===== src/rtl/pif_led_pkg.sv =====
// pif_led_pkg: shared fader state encoding and default parameters
package pif_led_pkg;

    typedef enum logic [1:0] {
        FADE_OFF = 2'd0,
        FADE_UP  = 2'd1,
        FADE_ON  = 2'd2,
        FADE_DN  = 2'd3
    } fade_e;

    localparam int DEF_PWM_BITS  = 8;
    localparam int DEF_RAMP_DIV  = 4;
    localparam int DEF_RAMP_STEP = 8;

endpackage


===== src/rtl/pif_fade_chan.sv =====
// pif_fade_chan: one LED channel with level register, fade FSM, duty registers and PWM comparator
module pif_fade_chan
    import pif_led_pkg::*;
#(
    parameter int PWM_BITS  = DEF_PWM_BITS,
    parameter int RAMP_STEP = DEF_RAMP_STEP
) (
    input  logic                clk,
    input  logic                rst,
    input  logic                lvl_in,
    input  logic                pb,
    input  logic                tick,
    input  logic [PWM_BITS-1:0] maxd,
    input  logic [PWM_BITS-1:0] pcnt,
    output logic                pwm,
    output logic                busy
);

    localparam logic [PWM_BITS:0] STEP = (PWM_BITS + 1)'(RAMP_STEP);

    fade_e               st, st_n;
    logic                lvl;
    logic [PWM_BITS-1:0] duty, duty_n, duty_act, up, dn;
    logic [PWM_BITS:0]   sum;

    assign sum = {1'b0, duty} + STEP;
    assign up  = sum > {1'b0, maxd} ? maxd : sum[PWM_BITS-1:0];
    assign dn  = {1'b0, duty} > STEP ? duty - STEP[PWM_BITS-1:0] : '0;

    // next state and duty target; a level change wins over a coincident ramp tick
    always_comb begin
        st_n   = st;
        duty_n = duty;
        case (st)
            FADE_OFF: st_n = lvl ? FADE_UP : FADE_OFF;
            FADE_UP: begin
                if (!lvl) st_n = FADE_DN;
                else if (tick) begin
                    duty_n = up;
                    st_n   = up == maxd ? FADE_ON : FADE_UP;
                end
            end
            FADE_ON: begin
                if (!lvl) st_n = FADE_DN;
                else if (pb) duty_n = maxd;
            end
            FADE_DN: begin
                if (lvl) st_n = FADE_UP;
                else if (tick) begin
                    duty_n = dn;
                    st_n   = dn == '0 ? FADE_OFF : FADE_DN;
                end
            end
            default: st_n = FADE_OFF;
        endcase
    end

    // state, duty and registered outputs; active duty only reloads at a period boundary
    always_ff @(posedge clk) begin
        if (rst) begin
            lvl      <= 1'b0;
            st       <= FADE_OFF;
            duty     <= '0;
            duty_act <= '0;
            pwm      <= 1'b0;
            busy     <= 1'b0;
        end else begin
            lvl      <= lvl_in;
            st       <= st_n;
            duty     <= duty_n;
            duty_act <= pb ? duty_n : duty_act;
            pwm      <= pcnt < duty_act;
            busy     <= st_n == FADE_UP || st_n == FADE_DN;
        end
    end

endmodule


===== src/rtl/pif_led_fader.sv =====
// pif_led_fader: two-channel LED PWM fader with shared period counter, ramp divider and brightness ceiling
module pif_led_fader
    import pif_led_pkg::*;
#(
    parameter int PWM_BITS  = DEF_PWM_BITS,
    parameter int RAMP_DIV  = DEF_RAMP_DIV,
    parameter int RAMP_STEP = DEF_RAMP_STEP
) (
    input  logic                xclk,
    input  logic                sys_rst,
    input  logic                red_in,
    input  logic                green_in,
    input  logic [PWM_BITS-1:0] max_duty,
    output logic                red_pwm,
    output logic                green_pwm,
    output logic                red_busy,
    output logic                green_busy
);

    localparam logic [7:0] DIV_LAST = 8'(RAMP_DIV - 1);

    logic [PWM_BITS-1:0] pcnt, maxd, maxd_eff;
    logic [7:0]          div;
    logic                pb, tick;

    assign pb       = &pcnt;
    assign tick     = pb && div == DIV_LAST;
    assign maxd_eff = pb ? max_duty : maxd;

    // free-running PWM counter, ramp divider counting period boundaries, ceiling latch
    always_ff @(posedge xclk) begin
        if (sys_rst) begin
            pcnt <= '0;
            div  <= '0;
            maxd <= '0;
        end else begin
            pcnt <= pcnt + 1'b1;
            maxd <= pb ? max_duty : maxd;
            div  <= !pb ? div : div == DIV_LAST ? 8'd0 : div + 8'd1;
        end
    end

    pif_fade_chan #(
        .PWM_BITS  (PWM_BITS),
        .RAMP_STEP (RAMP_STEP)
    ) u_red (
        .clk    (xclk),
        .rst    (sys_rst),
        .lvl_in (red_in),
        .pb     (pb),
        .tick   (tick),
        .maxd   (maxd_eff),
        .pcnt   (pcnt),
        .pwm    (red_pwm),
        .busy   (red_busy)
    );

    pif_fade_chan #(
        .PWM_BITS  (PWM_BITS),
        .RAMP_STEP (RAMP_STEP)
    ) u_green (
        .clk    (xclk),
        .rst    (sys_rst),
        .lvl_in (green_in),
        .pb     (pb),
        .tick   (tick),
        .maxd   (maxd_eff),
        .pcnt   (pcnt),
        .pwm    (green_pwm),
        .busy   (green_busy)
    );

endmodule


===== config.mk =====
export PLATFORM = sky130hd
export DESIGN_NAME = pif_led_fader
export DESIGN_NICKNAME = d
export VERILOG_FILES = /design/src/rtl/pif_led_pkg.sv /design/src/rtl/pif_fade_chan.sv /design/src/rtl/pif_led_fader.sv
export SDC_FILE = /design/constraint.sdc
export NUM_CORES = 1
export LEC_CHECK = 0
export CAP_MARGIN = 20
export CORE_MARGIN = 8
export CORE_UTILIZATION = 25
export DETAILED_ROUTE_END_ITERATION = 7
export DONT_BUFFER_PORTS = 1
export GPL_TIMING_DRIVEN = 1
export SYNTH_ARGS = -nofsm -noshare
export SYNTH_HDL_FRONTEND = slang
export SYNTH_SLANG_ARGS = --single-unit

===== constraint.sdc =====
create_clock -name xclk -period 4 [get_ports xclk]
set_clock_uncertainty 0.15 [all_clocks]
set_input_delay 0.6 -clock xclk [delete_from_list [all_inputs] [get_ports xclk]]
set_output_delay 0.6 -clock xclk [all_outputs]
set_load 0.01 [all_outputs]

---- Yosys cells after proc, flatten, opt, wreduce, memory -nomap -nowiden ----
Cells that the tools add are included.
word-level totals
  flip-flop bits (word level) ............. 66
  input bits .............................. 12
operators by class
  equality and inequality tests ........... 13
  mux-type cells .......................... 38
  reduce and logical (&&, ||, !) cells .... 8
  $add $sub $neg .......................... 6
  order comparisons ....................... 6
operators with widths
  operator             count
  $mux 8               18
  $pmux 8 s3           2
  $mux 2               14
  $add 8x4->9 const B  2
  $gt 9x8->1           2
  $add 8x1->8 const B  2
  $eq 8x8->1           2
  $gt 8x4->1 const B   2
  $logic_not 8->1      2
  $lt 8x8->1           2
  $pmux 2 s4           2
  $sub 8x4->8 const B  2
  $eq 2x2->1 const B   6
  $eq 2x1->1 const B   4
  $eq 8x2->1 const B   1
  $reduce_and 8->1     1
  $logic_not 2->1      2
  $logic_or 1x1->1     2
  $mux 1               2
  $logic_and 1x1->1    1

---- Depth between registers and ports, before layout ----
  depth in word-level cells ............... 11
  gate-level depth with buffers ........... 16
  mapped depth without buffers ............ 15

---- Modules after synthesis ----
A second synthesis with hierarchy kept.
unflattened totals
  cells, all modules ...................... 620
  area, all modules ....................... 5031.1 µm²
by module, submodules not included
  module                   times used  cells each  area each (µm²)
  pif_fade_chan (u_green)  1           276         2119.5
  pif_fade_chan (u_red)    1           242         1840.5
  pif_led_fader            1           102         1071.0

---- Worst setup path after synthesis ----
OpenSTA, ideal clock, no wires.
  kind .................................... register -> register
  from .................................... register pcnt[0]
  to ...................................... register u_green.duty_act[6]
  slack ................................... 73 ps
  buffers on the path ..................... 1
  stages on the path, launching flop included .. 16
  arrival time ............................ 3642 ps
  cells stage by stage .................... dfxtp_1 -> ha_1 -> and4_1 -> buf_6 -> nand2_4 -> mux2i_2 -> ha_1 -> nor2b_1 -> a2111oi_2 -> a31o_2 -> nor3b_1 -> a2111oi_4 -> nor2_4 -> or2_1 -> a2111oi_4 -> o32ai_1
between the ends
  cells in the longest elaborated chain, start to end .. 7
  elaborated cells between the ends (all ways) .. 12
  classes of those cells .................. order compare: 1; mux: 9; reduce/logical: 2
ends and longest elaborated chain
  what                      RTL line             text
  start: declaration        pif_led_fader.sv:22  logic [PWM_BITS-1:0] pcnt, maxd, maxd_eff;
  start signal: assignment  pif_led_fader.sv:37  pcnt <= pcnt + 1'b1;
  $reduce_and 8->1 (*)      pif_led_fader.sv:26  assign pb = &pcnt;
  $mux 8                    --
  $gt 9x8->1                pif_fade_chan.sv:27  assign up = sum > {1'b0, maxd} ? maxd : sum[PWM_BITS-1:0];
  $mux 8                    pif_fade_chan.sv:27
  $mux 8                    pif_fade_chan.sv:38  else if (tick) begin
  $mux 8                    pif_fade_chan.sv:37  if (!lvl) st_n = FADE_DN;
  $pmux 8 s3                pif_fade_chan.sv:34  case (st)
  end signal: assignment    pif_fade_chan.sv:71  duty_act <= pb ? duty_n : duty_act;
  end: declaration          pif_fade_chan.sv:23  logic [PWM_BITS-1:0] duty, duty_n, duty_act, up, dn;
Every way passes the cells marked *; elsewhere a longest branch is shown, timed or not.
A chain may end at the register's enable or synchronous reset.

---- Worst setup path in the final report ----
Same ends and word-level chain as after synthesis.

==> results by group <==
Setup path
  – CP required: 4.05 ns
  – CP startpoint kind: flip-flop
  – Worst Path Max Fanout: 6
  – Kind of critical path: flip-flop to flip-flop
  – Arrival time of the worst setup path: a little under 4 ns
  – CP Capture Type: flip-flop
  – Worst setup path start: pcnt[0]
  – RR Startpoint: pcnt[0]

Logic synthesis
  – Post-synth EDFFs: 0
  – Post-synth net total: about 680
  – Cell count after synthesis: 636
  – Synth Warn #: 0
  – Synth Flop Type: dfxtp_1
  – Post-synth top area share: approximately a quarter
  – Syn avg cell area: about 7.7 um2
  – Area leader, netlist: dfxtp_1
  – Syn Std Cell Area: 4880 um2
  – Fraction of registers with async set/reset: 0%
  – Synthesized flop and latch total: between 60 and 70
  – Yosys cell types: 67
  – Register area share after synthesis: about a quarter
  – Largest cells by area after synthesis: dfxtp_1 26%, ha_1 7.7%, nor2_1 4.9%

Routing
  – Drt via density: 5.18
  – Total Wirelength: ~15 mm
  – DR iter-0 viols: roughly 550
  – # DRC: 0
  – Initial DRT Pass Iterations: 8
  – Drt wl/cell: around 17 um
  – Via count: roughly 4600
  – Final antenna-violating net count: 0

Placed design
  – RePlAce Congestion: 0.862
  – Hpwl dp: around 11 mm
  – I/O Buffers: 0
  – Pre-CTS setup slack: roughly 0.27 ns
  – Cells after DPL: between 800 and 900

Global route
  – Global-route usage over all layers: between 10% and 20%
  – GRT Residual Overflow: 0
  – Vias in the first global route: roughly 4200
  – Initial antenna violation count: 0
  – Largest net degree at the start of global routing: 49
  – Global-route wire length before repair: between 20 and 25 mm

Power and ir drop
  – Comb pwr share: a little over a fifth
  – Switch share: 32.5%
  – Seq pwr share: between 30% and 40%
  – VDD IR max: roughly 150 uV
  – Int Power: 1.33 mW
  – P_sw: about 0.64 mW
  – Pwr Density: ~360 nW/um2
  – Power Total: 1.97 mW
  – Clk network pwr share: 39.8%
  – Leakage power: slightly above 2 nW

CTS
  – Post-CTS Hold Buffers: 0
  – CTS clk-pin slew, worst paths: 0.06 ns
  – H-tree levels: 3
  – CTS tree: built
  – CTS sink count: 64
  – Inserted Clock Buffers: 9
  – CTS Buffer Depth: 2
  – Worst skew pair latency: 0.33 ns
  – Root buffer cell: clkbuf_16

Timing
  – Hold Slack: around 0.18 ns
  – Hold Fails Final Rpt: 0
  – Final worst slack: about 0.19 ns
  – Final Cycle Share: around 95%
  – Actual slew at the worst max-slew pin: 0.996 ns
  – Final setup viols: 0
  – Crit path time final: 3.81 ns
  – Slew Viols, Final: 0
  – Max frequency: between 0.2 and 0.3 GHz
  – Max_slew headroom: about a third

Finish
  – Layout Nets: about 670
  – Layout Area Growth over Synthesis: 13.1%
  – ANT cells: 0
  – Share of cells above drive strength 1: about a tenth
  – Fin util: ~29%
  – Layout Cells excl Fill: about 900

Status
  – Status: finished clean

Floorplan
  – Initial Util: between 20% and 30%
  – Die W: 156 um
  – Ports: 16
  – Core footprint: 19300 um2
  – Rows: 51
  – Die height: 156 um
  – Die ar.: about 24000 um2

Flow run
  – Max_cap viols: 0

Hold path
  – Hold WC Path Type: input pin to flip-flop
  – Hold path start: sys_rst
[worst max-delay path, stage by stage, from the launching register on]
cell	delay, ns
dfxtp_1	0.31
ha_1	0.27
and4_1	0.27
nand2_4	0.11
mux2i_2	0.25
ha_1	0.27
nor2b_1	0.16
a2111oi_2	0.33
a31o_2	0.19
o31ai_2	0.09
a2111oi_4	0.42
nor2_4	0.08
or2_1	0.25
a2111oi_4	0.38
o32ai_1	0.14
[metrics by stage]
stage	instance area [um2]	setup TNS [ns]
after floorplan	4880	0
after global placement	5190	0
after detailed placement	5190	0
after CTS	5480	0
after global routing	5510	-0.0112
final	5510	0
[cells in the final DEF, fill, tap and decap left out, drive strengths merged, types with 4 or more instances in the layout]
cell type,n
o31a,5
a211oi,12
nand3,27
nor4,12
and2,8
nand4,5
a21oi,47
nor3,18
nor2,66
clkinv,4
nand2,39
and3,8
inv,35
buf,23
mux2i,17
xor2,19
clkbuf,9
o21ai,38
o21a,10
o31ai,5
ha,30
a22oi,6
xnor2,17
nor2b,11
a21o,11
nand2b,14
dfxtp,64
a31oi,16
a2111oi,5
[final cells by class]
class,instances,area (um2)
flip-flops and latches,64,1280
fillers,2103,13800
well taps,265,332
inverters,35,131
repair buffers,23,173
multi-input cells,494,3310
clock buffers,9,225
clock inverters,6,61.3
[power by group through the flow]
stage | clock network, mW | registers, mW | logic [mW]
after floorplan | 0 | 0.706 | 0.377
after global placement | 0 | 0.767 | 0.419
after detailed placement | 0 | 0.767 | 0.421
after CTS | 0.797 | 0.753 | 0.425
after global routing | 0.823 | 0.763 | 0.482
final | 0.785 | 0.756 | 0.433
[what timing repair did]
item,CTS,global route
resized for setup,0,4
endpoints found under the setup margin,0,4
setup buffers,0,1
[final timing paths]
kind,endpoint,slack (ns),cells after the start
worst max register to register,u_green.duty_act[6],0.19,14
worst min-delay path,u_green.st[1],0.18,1
worst max-delay path,u_green.duty_act[6],0.19,14
worst min register to register,div[1],0.33,2
[sequential cells by signal, summed over array words and instances, names as in the netlist, 8 cells and up]
register	count
div	8
maxd	8
pcnt	8
u_green.duty	8
u_green.duty_act	8
u_red.duty	8
u_red.duty_act	8
[synth_stat cells, types with 4 or more instances]
cell and n:
dfxtp_1 64, nor2_1 64, a21oi_1 46, nand2_1 38, inv_1 35, clkbuf_1 34, o21ai_0 34, ha_1 30
nand3_1 26, xor2_1 19, nor3_1 18, xnor2_1 17, a31oi_1 16, mux2i_1 16, nand2b_1 14, a211oi_1 12
nor4_1 12, a21o_1 11, nor2b_1 11, o21a_1 10, and3_1 8, and2_1 7, a22oi_1 6, o31a_1 5
o31ai_1 5, buf_1 4, nand4_1 4
[logic make-up after synthesis]
family          after synthesis  synth area share (%)
compound gates              183                  25.5
fa+ha+maj                    30                  7.70
xor+xnor                     36                  6.47
mux                          17                  3.57
buf+inv                      78                  6.39
flops                        64                  26.3
simple gates                228                  24.1
[layer usage]
| layer | up-vias | share of wire [%] | GRT usage (%) | routed length [um] |
|---|---|---|---|---|
| li1 | 2273 | - | - | - |
| met1 | 2157 | 45 | 16.6 | 6760 |
| met2 | 192 | 45 | 19.1 | 6690 |
| met3 | 21 | 7.6 | 2.60 | 1140 |
| met4 | 0 | 2.1 | 4.21 | 309 |
| met5 | - | 0 | 0 | 0 |
(Power assumes the default switching activity.)
